===== src/rtl/isa16_pkg.sv =====
`default_nettype none
// +------------------------------------------------------------------------+
// | Package     : isa16_pkg                                                |
// | Description : Shared constants and types for the 16-bit ISA core and   |
// |               its instruction-memory loader.                           |
// |               INSTR_W - instruction word width                         |
// |               PC_W    - program counter / imem address width           |
// |               loader_state_t - imem_loader FSM encoding                |
// | Revision    : 1.0 - initial release                                    |
// +------------------------------------------------------------------------+
package isa16_pkg;

  localparam int INSTR_W = 16;
  localparam int PC_W    = 10;

  typedef enum logic [2:0] {
    ST_IDLE    = 3'd0,
    ST_LEN_HI  = 3'd1,
    ST_LEN_LO  = 3'd2,
    ST_DATA_HI = 3'd3,
    ST_DATA_LO = 3'd4,
    ST_WRITE   = 3'd5,
    ST_DONE    = 3'd6,
    ST_ERR     = 3'd7
  } loader_state_t;

  // States in which the loader is waiting for a stream byte.
  function automatic logic is_byte_state(loader_state_t s);
    return (s == ST_LEN_HI) || (s == ST_LEN_LO) ||
           (s == ST_DATA_HI) || (s == ST_DATA_LO);
  endfunction

endpackage
`default_nettype wire


===== src/rtl/byte_timeout_ctr.sv =====
`default_nettype none
// +------------------------------------------------------------------------+
// | Module      : byte_timeout_ctr                                         |
// | Description : 16-bit idle counter between accepted stream bytes.       |
// |   clk_i       in   clock                                               |
// |   reset_i     in   asynchronous active-high reset                       |
// |   clr_i       in   clear (byte accepted / load started); wins over en   |
// |   en_i        in   count one idle cycle                                 |
// |   expired_o   out  counter currently equals TIMEOUT_CYCLES              |
// |   expiring_o  out  counter will equal TIMEOUT_CYCLES after this edge    |
// |   TIMEOUT_CYCLES = 0 disables both outputs.                            |
// | Revision    : 1.0 - initial release                                    |
// +------------------------------------------------------------------------+
module byte_timeout_ctr #(
  parameter int unsigned TIMEOUT_CYCLES = 65535
) (
  input  logic clk_i,
  input  logic reset_i,
  input  logic clr_i,
  input  logic en_i,
  output logic expired_o,
  output logic expiring_o
);

  localparam logic        C_ENABLED = (TIMEOUT_CYCLES != 0);
  localparam logic [15:0] C_LIMIT   = 16'(TIMEOUT_CYCLES);

  logic [15:0] cnt_q, cnt_d;

  // Saturates at the limit so a stalled count never wraps back to "alive".
  always_comb begin
    cnt_d = cnt_q;
    if (clr_i)
      cnt_d = '0;
    else if (en_i && C_ENABLED && !expired_o)
      cnt_d = cnt_q + 16'd1;
  end

  always_ff @(posedge clk_i or posedge reset_i) begin
    if (reset_i)
      cnt_q <= '0;
    else
      cnt_q <= cnt_d;
  end

  assign expired_o  = C_ENABLED && (cnt_q == C_LIMIT);
  // Lets the loader drop its registered byte_ready one cycle ahead, so no
  // byte is ever handshaken in the cycle the load is aborted.
  assign expiring_o = C_ENABLED && (cnt_d == C_LIMIT);

endmodule
`default_nettype wire


===== src/rtl/imem_loader.sv =====
`default_nettype none
// +------------------------------------------------------------------------+
// | Module      : imem_loader                                              |
// | Description : Byte-stream to instruction-memory writer. Stream is a    |
// |               16-bit big-endian word count N followed by N big-endian  |
// |               words written to addresses 0..N-1. Holds the CPU while   |
// |               loading and after an aborted load.                       |
// |   clk_i, reset_i          clock, async active-high reset               |
// |   start_i                 begin a load (IDLE/DONE/ERR only)            |
// |   byte_valid_i/data_i     byte source                                  |
// |   byte_ready_o            byte accepted when valid && ready            |
// |   wr_en_o/addr_o/data_o   instruction memory write port                |
// |   cpu_hold_o              OR into CPU reset                            |
// |   busy_o, done_o, error_o load status                                  |
// | Revision    : 1.0 - initial release                                    |
// +------------------------------------------------------------------------+
module imem_loader
  import isa16_pkg::*;
#(
  parameter int unsigned ADDR_W         = PC_W,
  parameter int unsigned DEPTH          = 1024,
  parameter int unsigned TIMEOUT_CYCLES = 65535
) (
  input  logic               clk_i,
  input  logic               reset_i,
  input  logic               start_i,
  input  logic               byte_valid_i,
  input  logic [7:0]         byte_data_i,
  output logic               byte_ready_o,
  output logic               wr_en_o,
  output logic [ADDR_W-1:0]  wr_addr_o,
  output logic [INSTR_W-1:0] wr_data_o,
  output logic               cpu_hold_o,
  output logic               busy_o,
  output logic               done_o,
  output logic               error_o
);

  loader_state_t        state_q, state_d;
  logic [15:0]          len_q, len_d;
  logic [ADDR_W-1:0]    addr_q, addr_d;
  logic [INSTR_W-1:0]   data_q, data_d;
  logic                 ready_q, wr_en_q, hold_q, busy_q, done_q, error_q;

  logic                 w_accept, w_start_ok, w_len_bad, w_last_word;
  logic                 w_expired, w_expiring;
  logic [15:0]          w_len_full;

  assign w_accept    = byte_valid_i && ready_q;
  assign w_start_ok  = start_i && ((state_q == ST_IDLE) || (state_q == ST_DONE) ||
                                   (state_q == ST_ERR));
  // Full length is judged in the LEN_LO accept cycle, before len_q holds it.
  assign w_len_full  = {len_q[15:8], byte_data_i};
  assign w_len_bad   = (w_len_full == 16'd0) || (32'(w_len_full) > DEPTH);
  assign w_last_word = (16'(addr_q) == (len_q - 16'd1));

  byte_timeout_ctr #(
    .TIMEOUT_CYCLES (TIMEOUT_CYCLES)
  ) u_timeout (
    .clk_i      (clk_i),
    .reset_i    (reset_i),
    .clr_i      (w_accept || w_start_ok),
    .en_i       (is_byte_state(state_q) && !w_accept),
    .expired_o  (w_expired),
    .expiring_o (w_expiring)
  );

  always_comb begin
    state_d = state_q;
    len_d   = len_q;
    addr_d  = addr_q;
    data_d  = data_q;
    case (state_q)
      ST_IDLE, ST_DONE, ST_ERR: begin
        if (w_start_ok) state_d = ST_LEN_HI;
      end
      ST_LEN_HI: begin
        if (w_expired) begin
          state_d = ST_ERR;
        end else if (w_accept) begin
          len_d[15:8] = byte_data_i;
          state_d     = ST_LEN_LO;
        end
      end
      ST_LEN_LO: begin
        if (w_expired) begin
          state_d = ST_ERR;
        end else if (w_accept) begin
          len_d[7:0] = byte_data_i;
          if (w_len_bad) begin
            state_d = ST_ERR;
          end else begin
            addr_d  = '0;
            state_d = ST_DATA_HI;
          end
        end
      end
      ST_DATA_HI: begin
        if (w_expired) begin
          state_d = ST_ERR;
        end else if (w_accept) begin
          data_d[15:8] = byte_data_i;
          state_d      = ST_DATA_LO;
        end
      end
      ST_DATA_LO: begin
        if (w_expired) begin
          state_d = ST_ERR;
        end else if (w_accept) begin
          data_d[7:0] = byte_data_i;
          state_d     = ST_WRITE;
        end
      end
      ST_WRITE: begin
        if (w_last_word) begin
          state_d = ST_DONE;
        end else begin
          addr_d  = addr_q + ADDR_W'(1);
          state_d = ST_DATA_HI;
        end
      end
      default: state_d = ST_IDLE;
    endcase
  end

  // Status outputs are decoded from the next state so they are registered
  // yet line up with the state they describe.
  always_ff @(posedge clk_i or posedge reset_i) begin
    if (reset_i) begin
      state_q <= ST_IDLE;
      len_q   <= '0;
      addr_q  <= '0;
      data_q  <= '0;
      ready_q <= 1'b0;
      wr_en_q <= 1'b0;
      hold_q  <= 1'b0;
      busy_q  <= 1'b0;
      done_q  <= 1'b0;
      error_q <= 1'b0;
    end else begin
      state_q <= state_d;
      len_q   <= len_d;
      addr_q  <= addr_d;
      data_q  <= data_d;
      ready_q <= is_byte_state(state_d) && !w_expiring;
      wr_en_q <= (state_d == ST_WRITE);
      // ERR keeps the CPU held so a half-loaded program never runs.
      hold_q  <= (state_d != ST_IDLE) && (state_d != ST_DONE);
      busy_q  <= is_byte_state(state_d) || (state_d == ST_WRITE);
      done_q  <= (state_d == ST_DONE);
      error_q <= (state_d == ST_ERR);
    end
  end

  assign byte_ready_o = ready_q;
  assign wr_en_o      = wr_en_q;
  assign wr_addr_o    = addr_q;
  assign wr_data_o    = data_q;
  assign cpu_hold_o   = hold_q;
  assign busy_o       = busy_q;
  assign done_o       = done_q;
  assign error_o      = error_q;

endmodule
`default_nettype wire


===== config.mk =====
export PLATFORM = sky130hd
export DESIGN_NAME = imem_loader
export DESIGN_NICKNAME = d
export VERILOG_FILES = /design/src/rtl/isa16_pkg.sv /design/src/rtl/byte_timeout_ctr.sv /design/src/rtl/imem_loader.sv
export SDC_FILE = /design/constraint.sdc
export NUM_CORES = 1
export LEC_CHECK = 0
export CAP_MARGIN = 10
export CORE_ASPECT_RATIO = 1.5
export CORE_MARGIN = 2
export CORE_UTILIZATION = 35
export CTS_CLUSTER_SIZE = 40
export DETAILED_ROUTE_END_ITERATION = 16
export REMOVE_ABC_BUFFERS = 1
export SETUP_SLACK_MARGIN = 0.02
export SLEW_MARGIN = 15
export SYNTH_ARGS = -nofsm -noshare
export SYNTH_HDL_FRONTEND = slang
export SYNTH_SLANG_ARGS = --single-unit

===== constraint.sdc =====
create_clock -name clk_i -period 3.3 [get_ports clk_i]
set_input_delay 0.825 -clock clk_i [delete_from_list [all_inputs] [get_ports clk_i]]
set_output_delay 0.825 -clock clk_i [all_outputs]
set_load 0.03 [all_outputs]

==> impl_metrics.toml, run 1 <==
[worst_setup_path]
crit_path_max_fanout = 15
critPathKind = "in2reg"
reg2reg_slack_ns = 0.55
path_delay_family = "simple AND/OR/NAND/NOR gates"
path_cells = "clkdlybuf4s50_1, nor4_1, a31oi_1, or4b_1, o211ai_1, o31ai_1"
worst-path-buf-inv = 1
slowest_stage = "or4b_1"
required_ns = 3.50
critPathArrivalTime_ns = 3.02
critPathCaptureType = "flop"
cpPeakStageDelay_ns = 0.74
critical_path.startpoint_type = "input port"

[routing]
ant_nets = 0
firstDrtPassIters = 5
drc = 0
wl_per_cell_um = 15.85
drtIter0Drc = 154
vias_per_cell = 5.277
routed_wl_um = 9143
vias = 3045

[synth]
synthFlopType = "dfrtp_1"
yosysSeqAreaShare_pct = 45.69
synth_area_leaders = "dfrtp_1 (46%), mux2_2 (7.4%), nand2_1 (5.9%)"
synth_most_common_cell = "dfrtp_1"
ys_warn_count = 0
avgSynthCellArea_um2 = 9.786
synth_commonest_cells = "dfrtp_1 (67), nand2_1 (58), nor2_1 (29), mux2_2 (24), xnor2_1 (13)"
synth_cells = 375
synth_area_mm2 = 0.003670
synth_top_area_share_pct = 45.69
synth_edf_count = 0
synth_cell_types = 56
synth_top_cell_by_area = "dfrtp_1"
synthArstFlopShare_pct = 100.0
ys_ff_latch = 67

[clock_network]
root_buffer = "clkbuf_16"
h-tree-depth = 3
clkTransAtPathRegs_ns = 0.06
cts_tree = "built"
worstSkewPairLatency_ns = 0.33
ctsResizeCount = 0
clkSinkCount = 67
cts_buffers = 9
cts_buffer_depth = 2
hold_buffers = 0
cts_setup_buffers = 0

[die]
io_pins = 44
initial_core_util_pct = 36.01
num_rows = 45
dieArea_mm2 = 0.01134
dieWidth_um = 87.61
core_area_mm2 = 0.01019
chipHeight_um = 129.4

[timing]
tns_ns = 0
relSlewSlack_pct = 62.93
setup_violations = 0
rsz0062_at_grt = "no"
min_period_ns = 2.819
worst_pin_slew_ns = 0.5519
timing.final.ws_setup_ns = 0.4806
fmax_ghz = 0.3547
maxSlewViolCount = 0
fin_skew_ns = 0.007740
finalHoldViolations = 0
period_share_pct = 85.44

[finish]
drive_gt1_share_pct = 15.37
final_cell_count_no_fill = 577
nNetsFinal = 446
stdcell_area_mm2 = 0.004639
area_growth_pct = 26.42
diodes = 0

[power]
p_per_area_mw_per_mm2 = 925.0
leakage_nw = 1.939
peakVddDrop_mv = 0.3982

[global_routing]
grt_pass1_wl_um = 15230
grt_pass1_vias = 3143
grt_max_degree = 68
antenna_found_initial = 0
track_usage_pct = 17.47
gr-total-overflow = 0

[outcome]
outcome = "completed"

[placement]
place_area_mm2 = 0.004335
gp_congestion = 0.8522
io_buffers = 43
dpl.hpwl_um = 6785
place_inst = 561
pre_cts_slack_ns = 0.1074

[flow_run]
cap_violations = 0

[hold_path]
worst_hold_path_type = "reg2reg"
-- power by group --
| part | leakage (nW) | internal (mW) | switching (mW) |
|---|---|---|---|
| registers | 0.850 | 1.11 | 0.302 |
| clock network | 0.148 | 0.605 | 0.362 |
| logic | 0.941 | 0.859 | 1.06 |
| total | 1.94 | 2.57 | 1.72 |
-- metrics by stage --
stage / hold slack [ns] / util, % / total power, mW
2_1_floorplan: 0.4701 / - / 2.623
3_3_place_gp: 0.4654 / 42.54 / 3.298
3_5_place_dp: 0.4686 / 42.54 / 3.336
4_1_cts: 0.4869 / 45.52 / 4.333
5_1_grt: 0.5032 / 45.52 / 4.581
6_report: 0.4841 / 45.52 / 4.292
-- tightest hold or removal path, delay by kind of cell (launching register included) --
kind             cells  cell delay, ns
flip-flops           1            0.34
AND/OR/NAND/NOR      2            0.11
-- flip-flops by register name, indices dropped and copies added (netlist names) --
| signal | flops |
|---|---|
| state_q | 3 |
| byte_ready_o | 1 |
| busy_o | 1 |
| error_o | 1 |
| u_timeout.cnt_q | 16 |
| done_o | 1 |
| wr_addr_o | 10 |
| len_q | 16 |
| wr_data_o | 16 |
| cpu_hold_o | 1 |
| wr_en_o | 1 |
-- path summary, 6_finish.rpt --
check | start | endpoint | cells after the start
max in group asynchronous | reset_i | wr_addr_o[2]$_DFFE_PP0P_ | 3
hold / removal | wr_data_o[7]$_DFFE_PP0P_ | wr_data_o[7]$_DFFE_PP0P_ | 2
setup reg to reg | len_q[0]$_DFFE_PP0P_ | wr_addr_o[7]$_DFFE_PP0P_ | 7
setup / recovery | byte_data_i[2] | wr_addr_o[3]$_DFFE_PP0P_ | 6
min in group asynchronous | reset_i | wr_data_o[7]$_DFFE_PP0P_ | 3
hold reg to reg | wr_data_o[7]$_DFFE_PP0P_ | wr_data_o[7]$_DFFE_PP0P_ | 2
-- cells in the final DEF, fill, tap and decap left out, types with 8 or more instances in the layout --
master	instances
dfrtp_1	67
nand2_1	58
clkdlybuf4s50_1	43
nor2_1	29
mux2_2	24
buf_4	14
xnor2_1	13
nor3_1	12
mux2i_1	12
nand3_1	11
inv_1	11
nand4_1	10
xor2_1	9
a21oi_1	9
clkbuf_16	9
nand2b_1	8
-- metal layers --
metal | track usage [%] | routed length [um] | up-vias
li1 | - | - | 1469
met3 | 2.930 | 239 | 20
met5 | 0 | 0 | -
met2 | 29.59 | 4806 | 56
met1 | 21.04 | 3830 | 1500
met4 | 9.050 | 267 | 0
-- cells by family (layout without fill, tap and decap cells) --
logic type / Yosys count / in the layout / share of synthesized area [%]
simple gates: 174 / 174 / 25.09
compound gates: 47 / 47 / 9.171
flops: 67 / 67 / 45.69
fa+ha+maj: 3 / 3 / 1.023
xor+xnor: 22 / 22 / 5.251
mux: 36 / 36 / 10.64
buf+inv: 26 / 87 / 3.136
-- layout make-up --
cell class | count | area, um^2
Sequential cell | 67 | 1677
Clock inverter | 6 | 65.06
Clock buffer | 10 | 239.0
Fill cell | 971 | 5552
Tap cell | 141 | 176.4
Inverter | 13 | 48.80
Timing Repair Buffer | 58 | 555.5
Multi-Input combinational cell | 282 | 1878
No activity file was read; power rests on OpenSTA's default activity.
==> inputs of run 2 (changes only) <==
Settings changed: SETUP_SLACK_MARGIN 0.02 to 0.2.
==> results of run 2 <==
Final layout, timing and power as in run 1 (identical DEF).
